**src/rtl/rf80386_bus_arb.sv**
```systemverilog
// rf80386 two-port FTA bus arbiter: shares one 128-bit master port between instruction refill and data paths.
// Optional lost-transaction timeout is enabled by defining RF80386_ARB_TIMEOUT_EN.

package rf80386_fta_pkg;

    typedef enum logic [3:0] {
        CMD_NONE  = 4'd0,
        CMD_LOAD  = 4'd1,
        CMD_LOADZ = 4'd2,
        CMD_STORE = 4'd3,
        CMD_IN    = 4'd4,
        CMD_OUT   = 4'd5
    } fta_cmd_t;

    typedef struct packed {
        logic [5:0] core;
        logic [2:0] channel;
        logic [3:0] tranid;
    } fta_tranid_t;

    typedef struct packed {
        fta_cmd_t      cmd;
        fta_tranid_t   tid;
        logic          cyc;
        logic          stb;
        logic          we;
        logic [15:0]   sel;
        logic [31:0]   adr;
        logic [127:0]  dat;
    } fta_cmd_request128_t;

    typedef struct packed {
        fta_tranid_t   tid;
        logic          ack;
        logic          err;
        logic          rty;
        logic [127:0]  dat;
    } fta_cmd_response128_t;

endpackage

module rf80386_bus_arb
    import rf80386_fta_pkg::*;
#(
    parameter logic [5:0] CORENO      = 6'd1,
    parameter logic [2:0] CID         = 3'd1,
    parameter int         RTY_BACKOFF = 8,
    parameter int         TIMEOUT     = 64
) (
    input  logic                 clk_i,
    input  logic                 rst_i,
    input  fta_cmd_request128_t  ireq_i,
    output fta_cmd_response128_t iresp_o,
    input  fta_cmd_request128_t  dreq_i,
    output fta_cmd_response128_t dresp_o,
    output fta_cmd_request128_t  ftam_req,
    input  fta_cmd_response128_t ftam_resp,
    output logic                 busy_o
);

    typedef enum logic [1:0] {
        ST_IDLE    = 2'd0,
        ST_ISSUE   = 2'd1,
        ST_WAIT    = 2'd2,
        ST_BACKOFF = 2'd3
    } state_t;

    state_t               state_r, state_s;
    fta_cmd_request128_t  hold_r;
    fta_cmd_request128_t  win_req_s;
    fta_cmd_request128_t  issue_src_s;
    fta_cmd_request128_t  ftam_req_r, ftam_req_s;
    fta_cmd_response128_t iresp_r, dresp_r, resp_s;
    logic                 owner_d_r;
    logic                 last_d_r;
    logic                 settle_r;
    logic [3:0]           cur_tid_r;
    logic [3:0]           next_tid_r;
    logic [7:0]           bo_cnt_r;
    logic                 grant_s;
    logic                 grant_d_s;
    logic                 match_s;
    logic                 done_s;
    logic                 retire_s;
    logic                 owner_cyc_s;
    logic                 timeout_s;

`ifdef RF80386_ARB_TIMEOUT_EN
    logic [9:0]           to_cnt_r;

    assign timeout_s = (to_cnt_r == 10'(TIMEOUT - 1));
`else
    assign timeout_s = 1'b0;
`endif

    assign match_s     = (ftam_resp.tid.tranid == cur_tid_r);
    assign owner_cyc_s = owner_d_r ? dreq_i.cyc : ireq_i.cyc;

    // Next-state, arbitration and response selection.
    always_comb begin
        state_s   = state_r;
        grant_s   = 1'b0;
        grant_d_s = 1'b0;
        win_req_s = dreq_i;
        done_s    = 1'b0;
        retire_s  = 1'b0;
        resp_s    = '0;
        case (state_r)
            ST_IDLE: begin
                // settle_r masks the cycle where the previous owner still sees its ack
                if (!settle_r && (dreq_i.cyc || ireq_i.cyc)) begin
                    grant_s   = 1'b1;
                    grant_d_s = dreq_i.cyc && !(last_d_r && ireq_i.cyc);
                    win_req_s = grant_d_s ? dreq_i : ireq_i;
                    state_s   = ST_ISSUE;
                end else begin
                    state_s   = ST_IDLE;
                end
            end
            ST_ISSUE: begin
                state_s = ST_WAIT;
            end
            ST_WAIT: begin
                if (match_s && ftam_resp.ack) begin
                    resp_s.tid = ftam_resp.tid;
                    resp_s.ack = 1'b1;
                    resp_s.dat = ftam_resp.dat;
                    done_s     = 1'b1;
                    state_s    = ST_IDLE;
                end else if (match_s && ftam_resp.err) begin
                    resp_s.tid = ftam_resp.tid;
                    resp_s.err = 1'b1;
                    resp_s.dat = ftam_resp.dat;
                    done_s     = 1'b1;
                    state_s    = ST_IDLE;
                end else if (match_s && ftam_resp.rty) begin
                    state_s    = ST_BACKOFF;
                end else if (timeout_s) begin
                    resp_s.tid = '{core: CORENO, channel: CID, tranid: cur_tid_r};
                    resp_s.err = 1'b1;
                    done_s     = 1'b1;
                    retire_s   = 1'b1;
                    state_s    = ST_IDLE;
                end else begin
                    state_s    = ST_WAIT;
                end
            end
            ST_BACKOFF: begin
                if (bo_cnt_r == 8'(RTY_BACKOFF)) begin
                    state_s = ST_ISSUE;
                end else begin
                    state_s = ST_BACKOFF;
                end
            end
            default: begin
                state_s = ST_IDLE;
            end
        endcase
    end

    // Bus request for the coming cycle; a fresh grant is issued straight from the winner.
    always_comb begin
        ftam_req_s  = '0;
        issue_src_s = (state_r == ST_IDLE) ? win_req_s : hold_r;
        if (state_s == ST_ISSUE) begin
            ftam_req_s             = issue_src_s;
            ftam_req_s.cyc         = 1'b1;
            ftam_req_s.stb         = 1'b1;
            ftam_req_s.tid.core    = CORENO;
            ftam_req_s.tid.channel = CID;
            ftam_req_s.tid.tranid  = (state_r == ST_IDLE) ? next_tid_r : cur_tid_r;
        end else begin
            ftam_req_s             = '0;
        end
    end

    // State, transaction bookkeeping and registered outputs.
    always_ff @(posedge clk_i) begin
        if (!rst_i) begin
            state_r    <= ST_IDLE;
            hold_r     <= '0;
            owner_d_r  <= 1'b0;
            last_d_r   <= 1'b0;
            settle_r   <= 1'b0;
            cur_tid_r  <= 4'd0;
            next_tid_r <= 4'd1;
            bo_cnt_r   <= 8'd0;
            ftam_req_r <= '0;
            iresp_r    <= '0;
            dresp_r    <= '0;
        end else begin
            state_r    <= state_s;
            ftam_req_r <= ftam_req_s;
            settle_r   <= done_s;
            bo_cnt_r   <= (state_r == ST_BACKOFF) ? bo_cnt_r + 8'd1 : 8'd0;
            iresp_r    <= '0;
            dresp_r    <= '0;
            if (grant_s) begin
                hold_r     <= win_req_s;
                owner_d_r  <= grant_d_s;
                last_d_r   <= grant_d_s;
                cur_tid_r  <= next_tid_r;
                next_tid_r <= (next_tid_r == 4'd15) ? 4'd1 : next_tid_r + 4'd1;
            end else if (retire_s) begin
                cur_tid_r  <= 4'd0;
            end
            if (done_s && owner_cyc_s) begin
                if (owner_d_r) begin
                    dresp_r <= resp_s;
                end else begin
                    iresp_r <= resp_s;
                end
            end
        end
    end

`ifdef RF80386_ARB_TIMEOUT_EN
    // Cycles since the current (re)issue.
    always_ff @(posedge clk_i) begin
        if (!rst_i) begin
            to_cnt_r <= 10'd0;
        end else if (state_s == ST_ISSUE) begin
            to_cnt_r <= 10'd0;
        end else if (state_r == ST_ISSUE || state_r == ST_WAIT) begin
            to_cnt_r <= to_cnt_r + 10'd1;
        end else begin
            to_cnt_r <= to_cnt_r;
        end
    end
`endif

    assign ftam_req = ftam_req_r;
    assign iresp_o  = iresp_r;
    assign dresp_o  = dresp_r;
    assign busy_o   = (state_r != ST_IDLE);

endmodule

```
**config.mk**
```make
export PLATFORM = sky130hd
export DESIGN_NAME = rf80386_bus_arb
export DESIGN_NICKNAME = d
export VERILOG_FILES = /design/src/rtl/rf80386_bus_arb.sv
export SDC_FILE = /design/constraint.sdc
export NUM_CORES = 1
export LEC_CHECK = 0
export BUFFER_PORTS_ARGS = -buffer_cell sky130_fd_sc_hd__buf_2
export CAP_MARGIN = 20
export CORE_AREA = 2 2 400 402
export CTS_BUF_LIST = sky130_fd_sc_hd__clkbuf_8 sky130_fd_sc_hd__clkbuf_16
export DETAILED_ROUTE_END_ITERATION = 7
export DIE_AREA = 0 0 402 404
export GPL_TIMING_DRIVEN = 0
export PLACE_DENSITY = 0.43
export SYNTH_ARGS = -nofsm -noshare
export SYNTH_HDL_FRONTEND = slang
export SYNTH_SLANG_ARGS = --single-unit
```
**constraint.sdc**
```tcl
create_clock -name clk_i -period 1.9 [get_ports clk_i]
set_input_delay 0.285 -clock clk_i [delete_from_list [all_inputs] [get_ports clk_i]]
set_output_delay 0.285 -clock clk_i [all_outputs]
set_load 0.02 [all_outputs]
```
==> report_table.html <==
<table>
<tr><th>Metric</th><th>Value</th></tr>
<tr><th colspan="2">Outcome</th></tr>
<tr><td>Status</td><td>finished with violations</td></tr>
<tr><td>Violations in the final reports</td><td>negative setup slack</td></tr>
<tr><th colspan="2">Yosys</th></tr>
<tr><td>Synth Register Bits</td><td>673</td></tr>
<tr><td>Cell count after synthesis</td><td>between 2000 and 2500</td></tr>
<tr><td>Mapped Avg Cell Area</td><td>between 10 and 15 sq um</td></tr>
<tr><td>Share of async-settable or async-resettable flops after synthesis</td><td>0%</td></tr>
<tr><td>Syn. warnings</td><td>0</td></tr>
<tr><td>Cell with the most instances after synthesis</td><td>dfxtp_1</td></tr>
<tr><td>Mapped Area</td><td>~0.025 sq mm</td></tr>
<tr><td>Post-synth EDFFs</td><td>0</td></tr>
<tr><td>Sequential cell area fraction in the yosys report</td><td>53.9%</td></tr>
<tr><td>Count of different cell masters after synthesis</td><td>41</td></tr>
<tr><td>Yosys top cell area share</td><td>53.9%</td></tr>
<tr><td>Most common flop cell mapped by yosys</td><td>dfxtp_1</td></tr>
<tr><td>Cell types with the largest area share after synthesis</td><td>dfxtp_1 (54%), mux2i_1 (12%), a2111oi_2 (7.5%), and2_1 (7.1%), nor2_1 (5.6%)</td></tr>
<tr><td>Cell taking the most area after synthesis</td><td>dfxtp_1</td></tr>
<tr><td>Commonest cells in the synthesized netlist</td><td>dfxtp_1 (673), nor2_1 (375), mux2i_1 (297), and2_1 (282), a211oi_1 (181)</td></tr>
<tr><th colspan="2">Critical path</th></tr>
<tr><td>R2R Path End</td><td>ftam_req[77]</td></tr>
<tr><td>Worst setup slack for register-to-register paths</td><td>-430 ps</td></tr>
<tr><td>Reg-to-Reg Start</td><td>cur_tid_r[3]</td></tr>
<tr><td>Critical path startpoint category</td><td>flip-flop</td></tr>
<tr><td>Required arrival time at the worst endpoint</td><td>roughly 2400 ps</td></tr>
<tr><td>Endpoint type of the worst setup path</td><td>flip-flop</td></tr>
<tr><td>Cell at the slowest stage of the critical path</td><td>or4_4</td></tr>
<tr><td>Top cell by count, worst path</td><td>buf_12</td></tr>
<tr><td>Data arrival time of the critical path</td><td>2860 ps</td></tr>
<tr><td>Type of the worst setup path</td><td>flip-flop to flip-flop</td></tr>
<tr><td>Top fanout value on the critical path</td><td>7</td></tr>
<tr><td>Worst stage delay on the critical path</td><td>~600 ps</td></tr>
<tr><td>Critical path cell sequence</td><td>xor2_2 -&gt; or4_4 -&gt; a2bb2oi_4 -&gt; buf_12 -&gt; buf_12 -&gt; a2111oi_4</td></tr>
<tr><td>Cell count of the worst reg-to-reg path</td><td>6</td></tr>
<tr><th colspan="2">Pwr</th></tr>
<tr><td>Cell leakage power</td><td>20.4 nW</td></tr>
<tr><td>Post-layout total power</td><td>0.0453 W</td></tr>
<tr><td>Power density over cell area</td><td>988 mW/mm^2</td></tr>
<tr><td>IR Drop Worst-Case VDD</td><td>0.653 mV</td></tr>
<tr><th colspan="2">Detailed routing</th></tr>
<tr><td>First-pass iteration count of the detailed router</td><td>4</td></tr>
<tr><td>Vias</td><td>~24000</td></tr>
<tr><td>M1 WL</td><td>59200 um</td></tr>
<tr><td>Iteration-0 DRC Markers</td><td>978</td></tr>
<tr><td>Remaining DRCs</td><td>0</td></tr>
<tr><td>Uppermost layer routed</td><td>met5</td></tr>
<tr><td>Wirelength per Cell</td><td>roughly 23 um</td></tr>
<tr><td>Post-detailed-route count of antenna-violating nets</td><td>0</td></tr>
<tr><td>Vias per std cell</td><td>3.98</td></tr>
<tr><td>Met3 WL post-DR</td><td>9980 um</td></tr>
<tr><td>Total Routed Length</td><td>between 100000 and 150000 um</td></tr>
<tr><td>Routed met2 length</td><td>69500 um</td></tr>
<tr><th colspan="2">Global route</th></tr>
<tr><td>Initial antenna violation count</td><td>53</td></tr>
<tr><td>Overflow left after global routing</td><td>0</td></tr>
<tr><td>First-pass GRT wire length</td><td>approximately 190000 um</td></tr>
<tr><td>Overall track demand over capacity in global routing</td><td>16.6%</td></tr>
<tr><td>Maximum number of pins on one net before global-route repair</td><td>14</td></tr>
<tr><td>Number of global-route vias before repair</td><td>around 25000</td></tr>
<tr><th colspan="2">Floorplanning</th></tr>
<tr><td>Chip width</td><td>402 um</td></tr>
<tr><td>Area of the die</td><td>0.162 sq mm</td></tr>
<tr><td>Std cell rows</td><td>146</td></tr>
<tr><td>Vertical die dimension</td><td>around 400 um</td></tr>
<tr><td>Initial cell density of the core</td><td>15.8%</td></tr>
<tr><td>Number of top-level pins</td><td>1023</td></tr>
<tr><td>Floorplan Core Area</td><td>about 0.16 sq mm</td></tr>
<tr><th colspan="2">CTS</th></tr>
<tr><td>Number of clock buffers inserted by TritonCTS</td><td>83</td></tr>
<tr><td>Clock tree from TritonCTS</td><td>yes</td></tr>
<tr><td>Clk root buf</td><td>clkbuf_16</td></tr>
<tr><td>Clock slew at the register clock pins of the worst setup and hold paths</td><td>around 60 ps</td></tr>
<tr><td>Clk sinks</td><td>673</td></tr>
<tr><td>Maximum number of buffers from clock root to sink</td><td>3</td></tr>
<tr><td>Clk_lat worst skew</td><td>700 ps</td></tr>
<tr><td>CTS H-tree lvls</td><td>3</td></tr>
<tr><th colspan="2">Layout</th></tr>
<tr><td>Fraction of final layout cells sized beyond drive strength 1</td><td>42.6%</td></tr>
<tr><td>Final cell utilization of the core</td><td>29.0%</td></tr>
<tr><td>Count of fill cells added during filler insertion</td><td>roughly 17000</td></tr>
<tr><td>Design area</td><td>between 0.04 and 0.05 sq mm</td></tr>
<tr><td>Area growth, synth to finish</td><td>83.3%</td></tr>
<tr><td>Number of nets in the layout</td><td>4470</td></tr>
<tr><th colspan="2">Timing</th></tr>
<tr><td>Max Transition Viols Final</td><td>0</td></tr>
<tr><td>Smallest hold slack</td><td>between 20 and 25 ps</td></tr>
<tr><td>FMAX</td><td>0.430 GHz</td></tr>
<tr><td>Post-route minimum period</td><td>2330 ps</td></tr>
<tr><td>Maximum clock skew at final layout</td><td>45.3 ps</td></tr>
<tr><td>Crit share post-route</td><td>122%</td></tr>
<tr><td>Setup TNS</td><td>-109170 ps</td></tr>
<tr><td>Total setup violations reported at the end of the flow</td><td>511</td></tr>
<tr><td>Worst Tran Pin Value</td><td>1020 ps</td></tr>
<tr><td>Relative slew slack</td><td>31.8%</td></tr>
<tr><td>Final hold vios</td><td>0</td></tr>
<tr><td>RSZ-0062 raised after global routing</td><td>true</td></tr>
<tr><td>Min setup slack post-route</td><td>-425 ps</td></tr>
<tr><th colspan="2">Hold path</th></tr>
<tr><td>Hold/Removal Path Class</td><td>input pin to flip-flop</td></tr>
<tr><td>Worst hold stages</td><td>2</td></tr>
<tr><td>Terminating pin of the worst hold path</td><td>dresp_o[134]</td></tr>
<tr><td>Hold Path Origin</td><td>ftam_resp[134]</td></tr>
<tr><th colspan="2">Placed design</th></tr>
<tr><td>HPWL after detailed placement</td><td>106000 um</td></tr>
<tr><td>Count of port buffers added during placement</td><td>985</td></tr>
<tr><td>RD Place Congestion</td><td>0.869</td></tr>
<tr><td>Cell area reported after detailed placement</td><td>0.0331 sq mm</td></tr>
<tr><th colspan="2">Flow run</th></tr>
<tr><td>Count of max-cap constraint violations</td><td>0</td></tr>
</table>
==> stage by stage <==
step / cells / setup slack, ps
after CTS: 6031 / -563
final: 6090 / -425
after floorplan: 2304 / -61.1
after global placement: 5361 / -2900
after detailed placement: 5370 / -2510
after global routing: 6078 / -496
==> state kept, by name, indices dropped and copies added, names as in the netlist <==
name and cells:
hold_r 181, ftam_req 186, state_r 2, cur_tid_r 4, settle_r 1, dresp_o 143, iresp_o 143, next_tid_r 4
last_d_r 1, bo_cnt_r 8
==> cell type report <==
class	count	area [sq um]	area share, %
flip-flops and latches	673	13500	29.4
multi-input cells	1411	13300	29.0
repair buffers	1544	11200	24.5
well taps	2072	2590	5.66
clock buffers	100	2320	5.07
plain buffers	210	2160	4.73
clock inverters	51	633	1.38
diodes	23	57.6	0.126
inverters	6	25.0	0.0546
==> cell usage in the layout (no fill, tap or decap), types with 64 or more instances in the layout <==
| master | synthesis | final |
|---|---|---|
| mux2i_1 | 297 | 252 |
| buf_4 | 24 | 64 |
| dfxtp_1 | 673 | 668 |
| and2_1 | 282 | 248 |
| dlygate4sd3_1 | 0 | 433 |
| buf_2 | 29 | 988 |
| clkbuf_16 | 0 | 117 |
| nor2_1 | 375 | 373 |
| a211oi_1 | 181 | 181 |
| a2111oi_4 | 0 | 158 |
==> power breakdown <==
| part | internal [W] | total (W) | switching, W | leakage, nW |
|---|---|---|---|---|
| Sequential | 0.0152 | 0.0156 | 0.000471 | 5.49 |
| Combinational | 0.00498 | 0.0123 | 0.00736 | 13.4 |
| Clock | 0.0102 | 0.0173 | 0.00711 | 1.51 |
==> worst max-delay path: cells and delay by family (launching register included) <==
family	cells	cell delay, ps
buffers and inverters	2	340
XOR/XNOR	1	150
AND/OR/NAND/NOR	1	600
AO/OA/AOI/OAI	2	710
flip-flops	1	360
==> kinds of logic after synthesis <==
family | share of synthesized area [%]
buffers and inverters | 4.35
multiplexers | 11.9
adder cells (fa/ha/maj) | 0.150
XOR/XNOR | 0.315
flip-flops | 53.9
other | 0.0150
AND/OR/NAND/NOR | 13.9
AO/OA/AOI/OAI | 15.4
==> what timing repair did <==
item	in CTS	in global routing
resized for setup	646	153
buffers inserted	66	25
endpoints found under the setup margin	664	655
pin swaps	115	55
endpoints found under the hold margin	501	0
hold buffers	433	0
gates cloned	13	15
==> layer usage <==
layer  vias to the layer above  track usage [%]
li1                      11400                -
met1                     11800             20.1
met2                       808             28.6
met3                       195             4.89
met4                        30             4.51
met5                         -                0
==> how the worst max path moves through the flow <==
stage,startpoint,end,slack [ps],depth (start not counted)
5_1_grt,cur_tid_r[3],ftam_req[58],-500,8
6_report,cur_tid_r[3],ftam_req[77],-430,6
2_1_floorplan,cur_tid_r[3],ftam_req[112],-60,6
3_5_place_dp,state_r[1],hold_r[3],-2510,7
3_3_place_gp,state_r[1],ftam_req[0],-2900,5
4_1_cts,cur_tid_r[0],ftam_req[77],-560,7
No activity file was read; power rests on OpenSTA's default activity.
